--- src/rtl/bitboard_iter.sv ---
// bitboard_iter: turns a WIDTH-square bitboard into a stream of square beats, lowest square
// first. Each beat carries the isolated one-hot square, its binary index and the sideband tag.
// Valid/ready handshake on both sides; a new bitboard may be taken on the final beat of the
// current one, so consecutive non-empty bitboards stream with no bubbles.
// Optional feature: define BITBOARD_ITER_EMPTY_EN so that a zero bitboard produces one marker
// beat with out_empty_o set. Without it, a zero bitboard is consumed silently and out_empty_o
// is tied low.
module bitboard_iter #(
  parameter int unsigned WIDTH       = 64,
  parameter int unsigned TAG_WIDTH   = 6,
  localparam int unsigned INDEX_WIDTH = $clog2(WIDTH)
) (
  input  logic                   clk_i,
  input  logic                   rst_i,
  input  logic                   in_valid_i,
  output logic                   in_ready_o,
  input  logic [WIDTH-1:0]       in_bits_i,
  input  logic [TAG_WIDTH-1:0]   in_tag_i,
  output logic                   out_valid_o,
  input  logic                   out_ready_i,
  output logic [WIDTH-1:0]       out_onehot_o,
  output logic [INDEX_WIDTH-1:0] out_index_o,
  output logic [TAG_WIDTH-1:0]   out_tag_o,
  output logic                   out_last_o,
  output logic                   out_empty_o
);

  localparam logic [WIDTH-1:0] One = WIDTH'(1);

  typedef enum logic [1:0] {StIdle, StIter, StEmpty} state_e;

  state_e                 state_q, state_d;
  logic [WIDTH-1:0]       rem_q, rem_d;
  logic [TAG_WIDTH-1:0]   tag_q, tag_d;

  logic [WIDTH-1:0]       lowest;
  logic [WIDTH-1:0]       rem_rest;
  logic                   empty_beat;
  logic                   accept;
  logic                   fire;

  // Lowest set square, and what remains once it has been sent.
  assign lowest   = rem_q & (~rem_q + One);
  assign rem_rest = rem_q & (rem_q - One);

  assign out_tag_o = tag_q;

  // Beat presentation and input readiness, decoded from the current state.
  always_comb begin
    in_ready_o   = 1'b0;
    out_valid_o  = 1'b0;
    out_onehot_o = '0;
    out_last_o   = 1'b0;
    empty_beat   = 1'b0;
    unique case (state_q)
      StIdle: begin
        in_ready_o = 1'b1;
      end
      StIter: begin
        out_valid_o  = 1'b1;
        out_onehot_o = lowest;
        out_last_o   = (rem_rest == '0);
        // Taking the next bitboard on the final beat keeps the stream bubble-free.
        in_ready_o   = out_last_o & out_ready_i;
      end
`ifdef BITBOARD_ITER_EMPTY_EN
      StEmpty: begin
        out_valid_o = 1'b1;
        out_last_o  = 1'b1;
        empty_beat  = 1'b1;
        in_ready_o  = out_ready_i;
      end
`endif
      default: ;
    endcase
    if (rst_i) in_ready_o = 1'b0;
  end

`ifdef BITBOARD_ITER_EMPTY_EN
  assign out_empty_o = empty_beat;
`else
  assign out_empty_o = 1'b0;
  logic unused_empty;
  assign unused_empty = empty_beat;
`endif

  // Binary index of the isolated square: OR of the positions of all set one-hot bits.
  always_comb begin
    out_index_o = '0;
    for (int unsigned i = 0; i < WIDTH; i++) begin
      if (out_onehot_o[i]) out_index_o = out_index_o | INDEX_WIDTH'(i);
    end
  end

  // Next state: retire the sent square, then let a same-cycle accept override.
  always_comb begin
    state_d = state_q;
    rem_d   = rem_q;
    tag_d   = tag_q;
    accept  = in_valid_i & in_ready_o;
    fire    = out_valid_o & out_ready_i;

    if (fire) begin
      rem_d = rem_rest;
      if (out_last_o) state_d = StIdle;
    end

    if (accept) begin
      rem_d = in_bits_i;
      if (in_bits_i != '0) begin
        tag_d   = in_tag_i;
        state_d = StIter;
      end else begin
`ifdef BITBOARD_ITER_EMPTY_EN
        tag_d   = in_tag_i;
        state_d = StEmpty;
`else
        state_d = StIdle;
`endif
      end
    end
  end

  // State registers with synchronous reset; reset discards any remaining squares.
  always_ff @(posedge clk_i) begin
    if (rst_i) begin
      state_q <= StIdle;
      rem_q   <= '0;
      tag_q   <= '0;
    end else begin
      state_q <= state_d;
      rem_q   <= rem_d;
      tag_q   <= tag_d;
    end
  end

endmodule
--- config.mk ---
export PLATFORM = sky130hd
export DESIGN_NAME = bitboard_iter
export DESIGN_NICKNAME = d
export VERILOG_FILES = /design/src/rtl/bitboard_iter.sv
export SDC_FILE = /design/constraint.sdc
export NUM_CORES = 1
export LEC_CHECK = 0
export CORE_MARGIN = 2
export CORE_UTILIZATION = 51
export DETAILED_ROUTE_END_ITERATION = 6
export HOLD_SLACK_MARGIN = 0.12
export PLACE_DENSITY = 0.83
export SKIP_CTS_REPAIR_TIMING = 1
export SYNTH_ARGS = -nofsm -noshare
export SYNTH_HDL_FRONTEND = slang
export SYNTH_SLANG_ARGS = --single-unit
--- constraint.sdc ---
create_clock -name clk_i -period 5.05 [get_ports clk_i]
set_input_delay 0.7575 -clock clk_i [delete_from_list [all_inputs] [get_ports clk_i]]
set_output_delay 0.7575 -clock clk_i [all_outputs]
set_load 0.01 [all_outputs]
==> flow_metrics.py <==
metrics = {
    "timing": {
        "period_minus_slack_ns": 4.97,
        "period_share_pct": 98.4,
        "fin_ws_ns": 0.0826,
        "setup_viol": 0,
        "final-max-slew-violation-count": 0,
        "hold_viol_final": 0,
        "final.setup_skew_ns": 0.0106,
        "max-slew-margin-rel_pct": 30.5,
        "max_freq_mhz": 201,
        "whs_ns": 0.460,
        "worstMarginPinSlew_ns": 1.03,
    },
    "detailed_routing": {
        "drc_errors": 14,
        "vias": 7872,
        "drtIter0Drc": 1344,
        "drt_first_pass_iters": 7,
        "vias_per_cell": 7.00,
        "wirelength_mm": 28.0,
        "ant_nets": 0,
        "wl_per_cell_um": 24.9,
    },
    "cts": {
        "clock_latency_ns": 0.36,
        "cts_max_level": 3,
        "clockBufferDepth": 2,
        "root_buffer": "clkbuf_16",
        "clock-sinks": 71,
        "cts_tree": "built",
        "cts_buffers": 9,
        "clk_pin_slew_ns": 0.06,
    },
    "worst_setup_path": {
        "start_kind": "flip-flop",
        "ff2ff_path_depth": 12,
        "max_stage_delay_ns": 0.61,
        "required_ns": 4.29,
        "cp.depth": 10,
        "criticalPathCategory": "reg2out",
        "path_cells": "nor4_4 > nand4_1 > buf_4 > o21ai_0 > nand4_1 > or3_1 > or4_1 > o41a_1 > nor2_1 > clkdlybuf4s50_1",
        "cpMostUsedCell": "nand4_1",
        "cp_num_buf_inv": 2,
        "crit_fanout": 13,
        "critPathCaptureType": "primary output",
        "cp_slowest_cell": "or4_1",
        "arrival_ns": 4.21,
        "critPathTopFamily": "simple AND/OR/NAND/NOR gates",
    },
    "placed_design": {
        "portBuffers": 152,
        "dp.cells": 1095,
        "dp_slack_ns": 0.450,
        "gp_congestion": 1.11,
        "hpwl_mm": 21.4,
        "place_area_sq_mm": 0.00783,
    },
    "run_status": {
        "status": "finished, violations left",
        "violations": "design-rule violations",
    },
    "synth": {
        "synth.area.mux_share_pct": 11.9,
        "synth_common_cells": "132 x nand2_1, 71 x dfxtp_1, 61 x mux2i_1, 57 x nor2_1, 52 x nand3_1",
        "synth_xor_xnor_area_share_pct": 0,
        "synth_nets": 882,
        "yosys.cell_count.top_type": "nand2_1",
        "synth-seq-cells": 71,
        "synthAdderAreaFrac_pct": 0.166,
        "synth_cell_types": 67,
        "async_reset_ff_share_pct": 0,
        "syn_inst": 808,
        "synth_area_leaders": "dfxtp_1 24%, mux2i_1 10%, nand2_1 8.2%",
        "yosysSeqAreaShare_pct": 23.5,
        "synth_compound_area_share_pct": 12.1,
        "synth_top_family_by_area": "simple AND/OR/NAND/NOR gates",
        "synthFlopType": "dfxtp_1",
        "syn_area_per_cell_sq_um": 7.48,
        "synth_edf_count": 0,
        "synth_top_area_share_pct": 23.5,
        "synthSimpleGateAreaFrac_pct": 46.0,
        "yosys_warnings": 0,
        "yosysTopAreaCell": "dfxtp_1",
        "syn-cell-area_sq_mm": 0.00604,
    },
    "floorplan": {
        "die_h_um": 113,
        "start_util_pct": 52.5,
        "die_area_sq_mm": 0.0127,
        "rows": 39,
        "ios": 154,
        "coreArea_sq_mm": 0.0115,
        "fp.dieW_um": 113,
    },
    "pwr": {
        "ir_drop_mv": 0.269,
        "power.density_mw_per_mm2": 244,
        "p_leak_nw": 3.23,
    },
    "grt": {
        "overflow": 0,
        "grt.total_usage_pct": 42.8,
        "grt_pass1_vias": 7169,
        "grt_pass1_wl_mm": 42.1,
        "antenna_found_initial": 0,
        "grt_max_degree": 69,
    },
    "cells_and_area": {
        "syn2layout_area_growth_pct": 37.8,
        "fin_cells": 1125,
        "design_area_sq_mm": 0.00833,
        "diodes": 0,
        "drive_above_1_share_pct": 13.4,
        "nets": 1051,
    },
    "flow_run": {
        "drv_cap": 0,
    },
    "min_path": {
        "min_path_type": "reg2reg",
        "hold_depth": 2,
    },
}
-- area by class of cell --
| type | count | area (sq um) |
|---|---|---|
| repair buffers | 213 | 1990 |
| multi-input cells | 658 | 4340 |
| inverters | 24 | 91.3 |
| clock buffers | 10 | 229 |
| flip-flops and latches | 71 | 1430 |
| fillers | 952 | 3190 |
| well taps | 143 | 179 |
| clock inverters | 6 | 68.8 |
-- layout by cell type, fill, tap and decap left out, types with 4 or more instances in the layout --
| master | n |
|---|---|
| clkdlybuf4s50_1 | 152 |
| nand2_1 | 132 |
| dfxtp_1 | 64 |
| mux2i_1 | 61 |
| buf_4 | 60 |
| nor2_1 | 56 |
| nand3_1 | 51 |
| nor4_1 | 48 |
| nand4_1 | 33 |
| nor3_1 | 32 |
| o211ai_1 | 24 |
| inv_1 | 22 |
| and3_1 | 18 |
| o21ai_0 | 18 |
| or4_1 | 14 |
| nor4_4 | 13 |
| and4_1 | 13 |
| or3_1 | 12 |
| and2_1 | 11 |
| nor2b_1 | 11 |
| clkbuf_16 | 9 |
| a21oi_1 | 8 |
| o31ai_1 | 7 |
| o311ai_0 | 7 |
| dfxtp_2 | 7 |
| nor4_2 | 6 |
| nand2b_1 | 5 |
| nand4b_1 | 5 |
| mux2_4 | 5 |
| nor4b_1 | 4 |
| or2_2 | 4 |
| a2111oi_0 | 4 |
| o41ai_1 | 4 |
-- cells by family after synthesis --
family | after synthesis
AO/OA/AOI/OAI | 100
adder cells (fa/ha/maj) | 1
buffers and inverters | 79
flip-flops | 71
multiplexers | 69
other | 1
AND/OR/NAND/NOR | 487
-- tightest hold or removal path, delay by kind of cell (launching register included) --
| kind | cells | cell delay (ns) |
|---|---|---|
| flip-flops | 1 | 0.31 |
| AND/OR/NAND/NOR | 1 | 0.05 |
| multiplexers | 1 | 0.05 |
-- layer usage --
layer / share of wire [%] / wire length [um] / vias to the layer above / GRT usage [%]
li1: - / - / 3392 / -
met1: 39 / 11000 / 3618 / 59.0
met2: 42 / 11800 / 731 / 62.3
met3: 14 / 3900 / 131 / 12.2
met4: 4.4 / 1230 / 0 / 18.6
met5: 0 / 0 / - / 0
-- report_power, final --
group	switching [mW]	total, mW	internal (mW)	leakage (nW)
Sequential	0.0852	0.683	0.598	0.586
Combinational	0.391	0.690	0.299	2.50
Clock	0.275	0.661	0.386	0.143
Total	0.752	2.03	1.28	3.23
-- worst paths after layout --
path	startpoint	endpoint	slack, ns
worst min register to register	out_tag_o[2]	out_tag_o[2]	0.46
worst max-delay path	rem_q[7]	in_ready_o	0.08
worst max register to register	rem_q[51]	rem_q[49]	0.83
worst min-delay path	out_tag_o[2]	out_tag_o[2]	0.46
-- per-stage QoR --
step                      power [mW]  utilization (%)  TNS [ns]
after detailed placement        1.30             68.0         0
after global placement          1.30             68.0         0
after CTS                       1.96             70.6         0
after global routing            2.11             72.3   -0.0725
final                           2.03             72.3         0
after floorplan                 1.04                -         0
-- flip-flops by register name (all words and copies together), names as in the netlist --
register,flops
out_tag_o,6
state_q,1
rem_q,64
No activity file was read; power rests on OpenSTA's default activity.
